**src/rtl/delay_arb_pkg.sv**
```systemverilog
// Shared types and defaults for the round-robin delay arbiter.
package delay_arb_pkg;

  localparam int DEFAULT_NUM_REQ = 4;
  localparam int DEFAULT_CNT_W   = 8;

  typedef enum logic [1:0] {
    IDLE  = 2'd0,
    COUNT = 2'd1,
    FIRE  = 2'd2
  } state_t;

  // Pointer width that stays legal even for a single requester.
  function automatic int ptr_width(input int n);
    return (n > 1) ? $clog2(n) : 1;
  endfunction

endpackage

```
**src/rtl/delay_arb_ctrl_rr_pick.sv**
```systemverilog
// Combinational round-robin picker: first active request at or after rr_ptr, wrapping.
module rr_pick
  import delay_arb_pkg::*;
#(
  parameter int NUM_REQ = DEFAULT_NUM_REQ,
  parameter int PTR_W   = ptr_width(DEFAULT_NUM_REQ)
) (
  input  logic [NUM_REQ-1:0] req,
  input  logic [PTR_W-1:0]   rr_ptr,
  output logic [NUM_REQ-1:0] winner,
  output logic               valid
);

  logic [PTR_W-1:0] idx;

  always_comb begin
    winner = '0;
    valid  = 1'b0;
    idx    = '0;
    for (int k = 0; k < NUM_REQ; k++) begin
      idx = PTR_W'((int'(rr_ptr) + k) % NUM_REQ);
      if (!valid && req[idx]) begin
        winner[idx] = 1'b1;
        valid       = 1'b1;
      end
    end
  end

endmodule

```
**src/rtl/delay_arb_ctrl.sv**
```systemverilog
// Shares one programmable delay counter among NUM_REQ requesters, granted round-robin,
// and strobes pulse_out/done on the owner when its delay expires.
module delay_arb_ctrl
  import delay_arb_pkg::*;
#(
  parameter int NUM_REQ = DEFAULT_NUM_REQ,
  parameter int CNT_W   = DEFAULT_CNT_W
) (
  input  logic                     clk,
  input  logic                     rst,
  input  logic [NUM_REQ-1:0]       req,
  input  logic [NUM_REQ*CNT_W-1:0] cfg_delay,
  output logic [NUM_REQ-1:0]       grant,
  output logic [NUM_REQ-1:0]       pulse_out,
  output logic                     done,
  output logic                     busy
);

  localparam int PTR_W = ptr_width(NUM_REQ);

  state_t             state, next_state;
  logic [CNT_W-1:0]   cnt, cnt_next;
  logic [PTR_W-1:0]   rr_ptr, rr_ptr_next;
  logic [NUM_REQ-1:0] grant_next, pulse_next;
  logic               done_next, busy_next;

  logic [NUM_REQ-1:0] pick_winner;
  logic               pick_valid;
  logic [PTR_W-1:0]   win_idx;
  logic [CNT_W-1:0]   win_delay;
  logic               owner_live;

  rr_pick #(
    .NUM_REQ(NUM_REQ),
    .PTR_W  (PTR_W)
  ) u_rr_pick (
    .req   (req),
    .rr_ptr(rr_ptr),
    .winner(pick_winner),
    .valid (pick_valid)
  );

  // Index and delay of the one-hot winner; cfg_delay is only looked at here.
  always_comb begin
    win_idx   = '0;
    win_delay = '0;
    for (int i = 0; i < NUM_REQ; i++) begin
      if (pick_winner[i]) begin
        win_idx   = PTR_W'(i);
        win_delay = cfg_delay[i*CNT_W +: CNT_W];
      end
    end
  end

  assign owner_live = |(req & grant);

  always_ff @(posedge clk) begin
    if (rst) begin
      state     <= IDLE;
      cnt       <= '0;
      rr_ptr    <= '0;
      grant     <= '0;
      pulse_out <= '0;
      done      <= 1'b0;
      busy      <= 1'b0;
    end else begin
      state     <= next_state;
      cnt       <= cnt_next;
      rr_ptr    <= rr_ptr_next;
      grant     <= grant_next;
      pulse_out <= pulse_next;
      done      <= done_next;
      busy      <= busy_next;
    end
  end

  // A dropped owner request aborts the count even on the cycle it would have fired.
  always_comb begin
    next_state  = state;
    cnt_next    = cnt;
    rr_ptr_next = rr_ptr;
    case (state)
      IDLE: begin
        if (pick_valid) begin
          next_state  = COUNT;
          cnt_next    = win_delay;
          rr_ptr_next = (win_idx == PTR_W'(NUM_REQ - 1)) ? '0 : win_idx + PTR_W'(1);
        end
      end
      COUNT: begin
        if (!owner_live) begin
          next_state = IDLE;
        end else if (cnt == '0) begin
          next_state = FIRE;
        end else begin
          cnt_next = cnt - CNT_W'(1);
        end
      end
      FIRE: begin
        next_state = IDLE;
      end
      default: begin
        next_state = IDLE;
      end
    endcase
  end

  always_comb begin
    grant_next = grant;
    pulse_next = '0;
    done_next  = 1'b0;
    busy_next  = (next_state != IDLE);
    case (state)
      IDLE: begin
        if (pick_valid) begin
          grant_next = pick_winner;
        end
      end
      COUNT: begin
        if (next_state == IDLE) begin
          grant_next = '0;
        end else if (next_state == FIRE) begin
          pulse_next = grant;
          done_next  = 1'b1;
        end
      end
      FIRE: begin
        grant_next = '0;
      end
      default: begin
        grant_next = '0;
      end
    endcase
  end

endmodule

```
**config.mk**
```make
export PLATFORM = sky130hd
export DESIGN_NAME = delay_arb_ctrl
export DESIGN_NICKNAME = d
export VERILOG_FILES = /design/src/rtl/delay_arb_pkg.sv /design/src/rtl/delay_arb_ctrl_rr_pick.sv /design/src/rtl/delay_arb_ctrl.sv
export SDC_FILE = /design/constraint.sdc
export NUM_CORES = 1
export LEC_CHECK = 0
export ABC_AREA = 1
export BUFFER_PORTS_ARGS = -buffer_cell sky130_fd_sc_hd__buf_4
export CAP_MARGIN = 5
export CORE_MARGIN = 2
export CORE_UTILIZATION = 45
export DETAILED_ROUTE_END_ITERATION = 6
export HOLD_SLACK_MARGIN = 0.03
export PLACE_DENSITY = 0.7
export SLEW_MARGIN = 25
export SYNTH_ARGS = -nofsm -noshare
export SYNTH_HDL_FRONTEND = slang
export SYNTH_HIERARCHICAL = 1
export SYNTH_SLANG_ARGS = --single-unit
export TNS_END_PERCENT = 20
```
**constraint.sdc**
```tcl
create_clock -name clk -period 3.5 [get_ports clk]
set_input_delay 0.7 -clock clk [delete_from_list [all_inputs] [get_ports clk]]
set_output_delay 0.7 -clock clk [all_outputs]
set_load 0.05 [all_outputs]
```
==> results.toml <==
[synth]
synth_fp_nets = 338
avgSynthCellArea_um2 = 5.944
synth_seq_cells = 22
ys_seq_area_share_pct = 25.29
synth_area_um2 = 1742
synth-compound-area-share_pct = 8.764
yosysWarnings = 6
synth-adder-area-share_pct = 5.029
synthMuxAreaShare_pct = 0
synth_top_family_by_area = "simple AND/OR/NAND/NOR gates"
synth_xor_area_share_pct = 0
synthDistinctLibCells = 24
netlist_instances = 293
yosys.area_share.simple_pct = 50.72

[sta]
layout_worst_path_cycle_share_pct = 84.02
fmaxAchievable_mhz = 340.1
maxSlewViolCount = 0
finalHoldViolCount = 0
setup_tns_ns = 0
hold_slack_ns = 0.4699
max_slew_margin_pct = 68.08
rsz0062_at_grt = "no"
tightest_slew_ns = 0.4784
setup_viol = 0
fin_worst_skew_ns = 0.004729
finalCriticalPeriod_ns = 2.941

[setup_path]
cp.required_ns = 3.66
critPathLaunchType = "flip-flop"
path_max_fanout = 11
cp.arrival_ns = 3.10
critPathKind = "flip-flop to flip-flop"
critPathCaptureType = "flip-flop"

[global_route]
grt_pass1_vias = 1845
overflow = 0
grt_max_degree = 15
grt_first_pass_wirelength_mm = 7.693
track_usage_pct = 22.20
antenna_found_initial = 0

[place]
placed_area_um2 = 2136
gp_congestion = 0.8325
hpwlAfterDp_mm = 3.517
portBuffers = 47

[status]
status = "finished, final reports clean"

[final_layout]
final_util_pct = 59.84
area_delta_synth_final_pct = 26.72
layout_commonest_cell = "nand2_1"
final_area_um2 = 2207
diodes = 0
layout_common_cells = "91 x nand2_1, 49 x buf_4, 43 x nand3_1, 38 x nor2_1, 35 x inv_1"
drive_above_1_share_pct = 21.41
nets = 387

[detailed_routing]
avgViaCountPerCell = 4.946
vias = 1924
drc = 0
drt_pass1_iterations = 6
drt_wl_total_mm = 4.427
wl_per_cell_um = 11.38
drtIter0Drc = 119
route.antenna.remaining_nets = 0

[floorplanning]
die_x_um = 66.21
start_util_pct = 47.22
die-height_um = 66.21
rows = 22
ios = 48
core_area_um2 = 3689
dieArea_um2 = 4384

[cts]
clk_pin_slew_ns = 0.08
postCtsHoldBufs = 0
post_cts_buffers = 0
cts_resized = 0
cts_buffers = 3
clk-insertion-delay-late_ns = 0.27
ctsHtreeMaxLevel = 1
root_buffer = "clkbuf_8"
clock_path_buffers = 2
clkSinkCount = 22
cts_tree = "yes"

[pwr]
ir_worst_vdd_v = 0.0004596
leakage_uw = 0.001148
p_per_area_nw_per_um2 = 891.6

[job]
maxCapViolCount = 0

[hold_path]
hp-class = "flip-flop to flip-flop"
[cell type report]
cell class / instances / area [um^2]
clock buffer: 3 / 41.29
clock inverter: 1 / 30.03
fill: 388 / 1481
inverter: 38 / 143.9
multi-input combinational: 228 / 1124
sequential: 22 / 440.4
tap: 48 / 60.06
timing repair buffer: 49 / 367.9
[metal layers]
metal  routed length (um)  vias up  global-route usage [%]
met1                 1964      856                   26.24
met3                  200        8                   4.600
met2                 2211       40                   41.63
li1                     -     1020                       -
met5                    0        -                       0
met4                   51        0                   3.061
[cells by family (layout without fill, tap and decap cells)]
kind of cell,count (synthesis),count (layout)
compound gates,30,30
fa+ha+maj,7,7
buf+inv,43,91
flops,22,22
simple gates,191,191
[cells in the mapped netlist, drive strengths merged]
cell,count,area [um^2]
a21oi,17,85.08
clkinv,2,8.750
o21a,1,7.510
o21ai,12,60.05
ha,7,87.58
dfxtp,22,440.4
buf,3,26.27
inv,36,135.1
clkbuf,2,7.510
nand3,47,270.3
or2,2,12.51
nor2,43,193.9
nand4,1,6.260
nand2,98,400.4
[state kept, by name (all words and copies together), names as in the netlist]
register   flops
cnt            8
busy           1
pulse_out      4
state          2
done           1
rr_ptr         2
grant          4
[power breakdown]
| group | switching, uW | internal (uW) |
|---|---|---|
| Clock | 85.3 | 153 |
| Sequential | 75.3 | 318 |
| Combinational | 880 | 457 |
[worst max-delay path, cell delays in order, from the launching register on]
cell	delay, ns
dfxtp_1	0.56
inv_2	0.16
ha_1	0.35
inv_1	0.12
nand3_1	0.08
nand2_1	0.12
nand2_2	0.08
nor2_4	0.13
nand3_1	0.09
nand2_1	0.27
clkinv_1	0.29
or2_2	0.33
nand3_1	0.08
nand2_1	0.05
nand2_1	0.07
a21oi_1	0.06
[per-stage QoR]
stage          power (uW)  worst slack [ns]  std cells
2_1_floorplan        1435             1.052        293
3_3_place_gp         1709            0.7435        385
3_5_place_dp         1730            0.6229        385
4_1_cts              1973            0.5913        389
5_1_grt              2195            0.1775        389
6_report             1968            0.5594        389
[final timing paths]
check / from / end / slack (ns) / cells past startpoint
max: rr_ptr[0] / cnt[2] / 0.56 / 15
min: grant[1] / pulse_out[1] / 0.47 / 2
max reg2reg: rr_ptr[0] / cnt[2] / 0.56 / 15
min reg2reg: grant[1] / pulse_out[1] / 0.47 / 2
No activity file was read; power rests on OpenSTA's default activity.
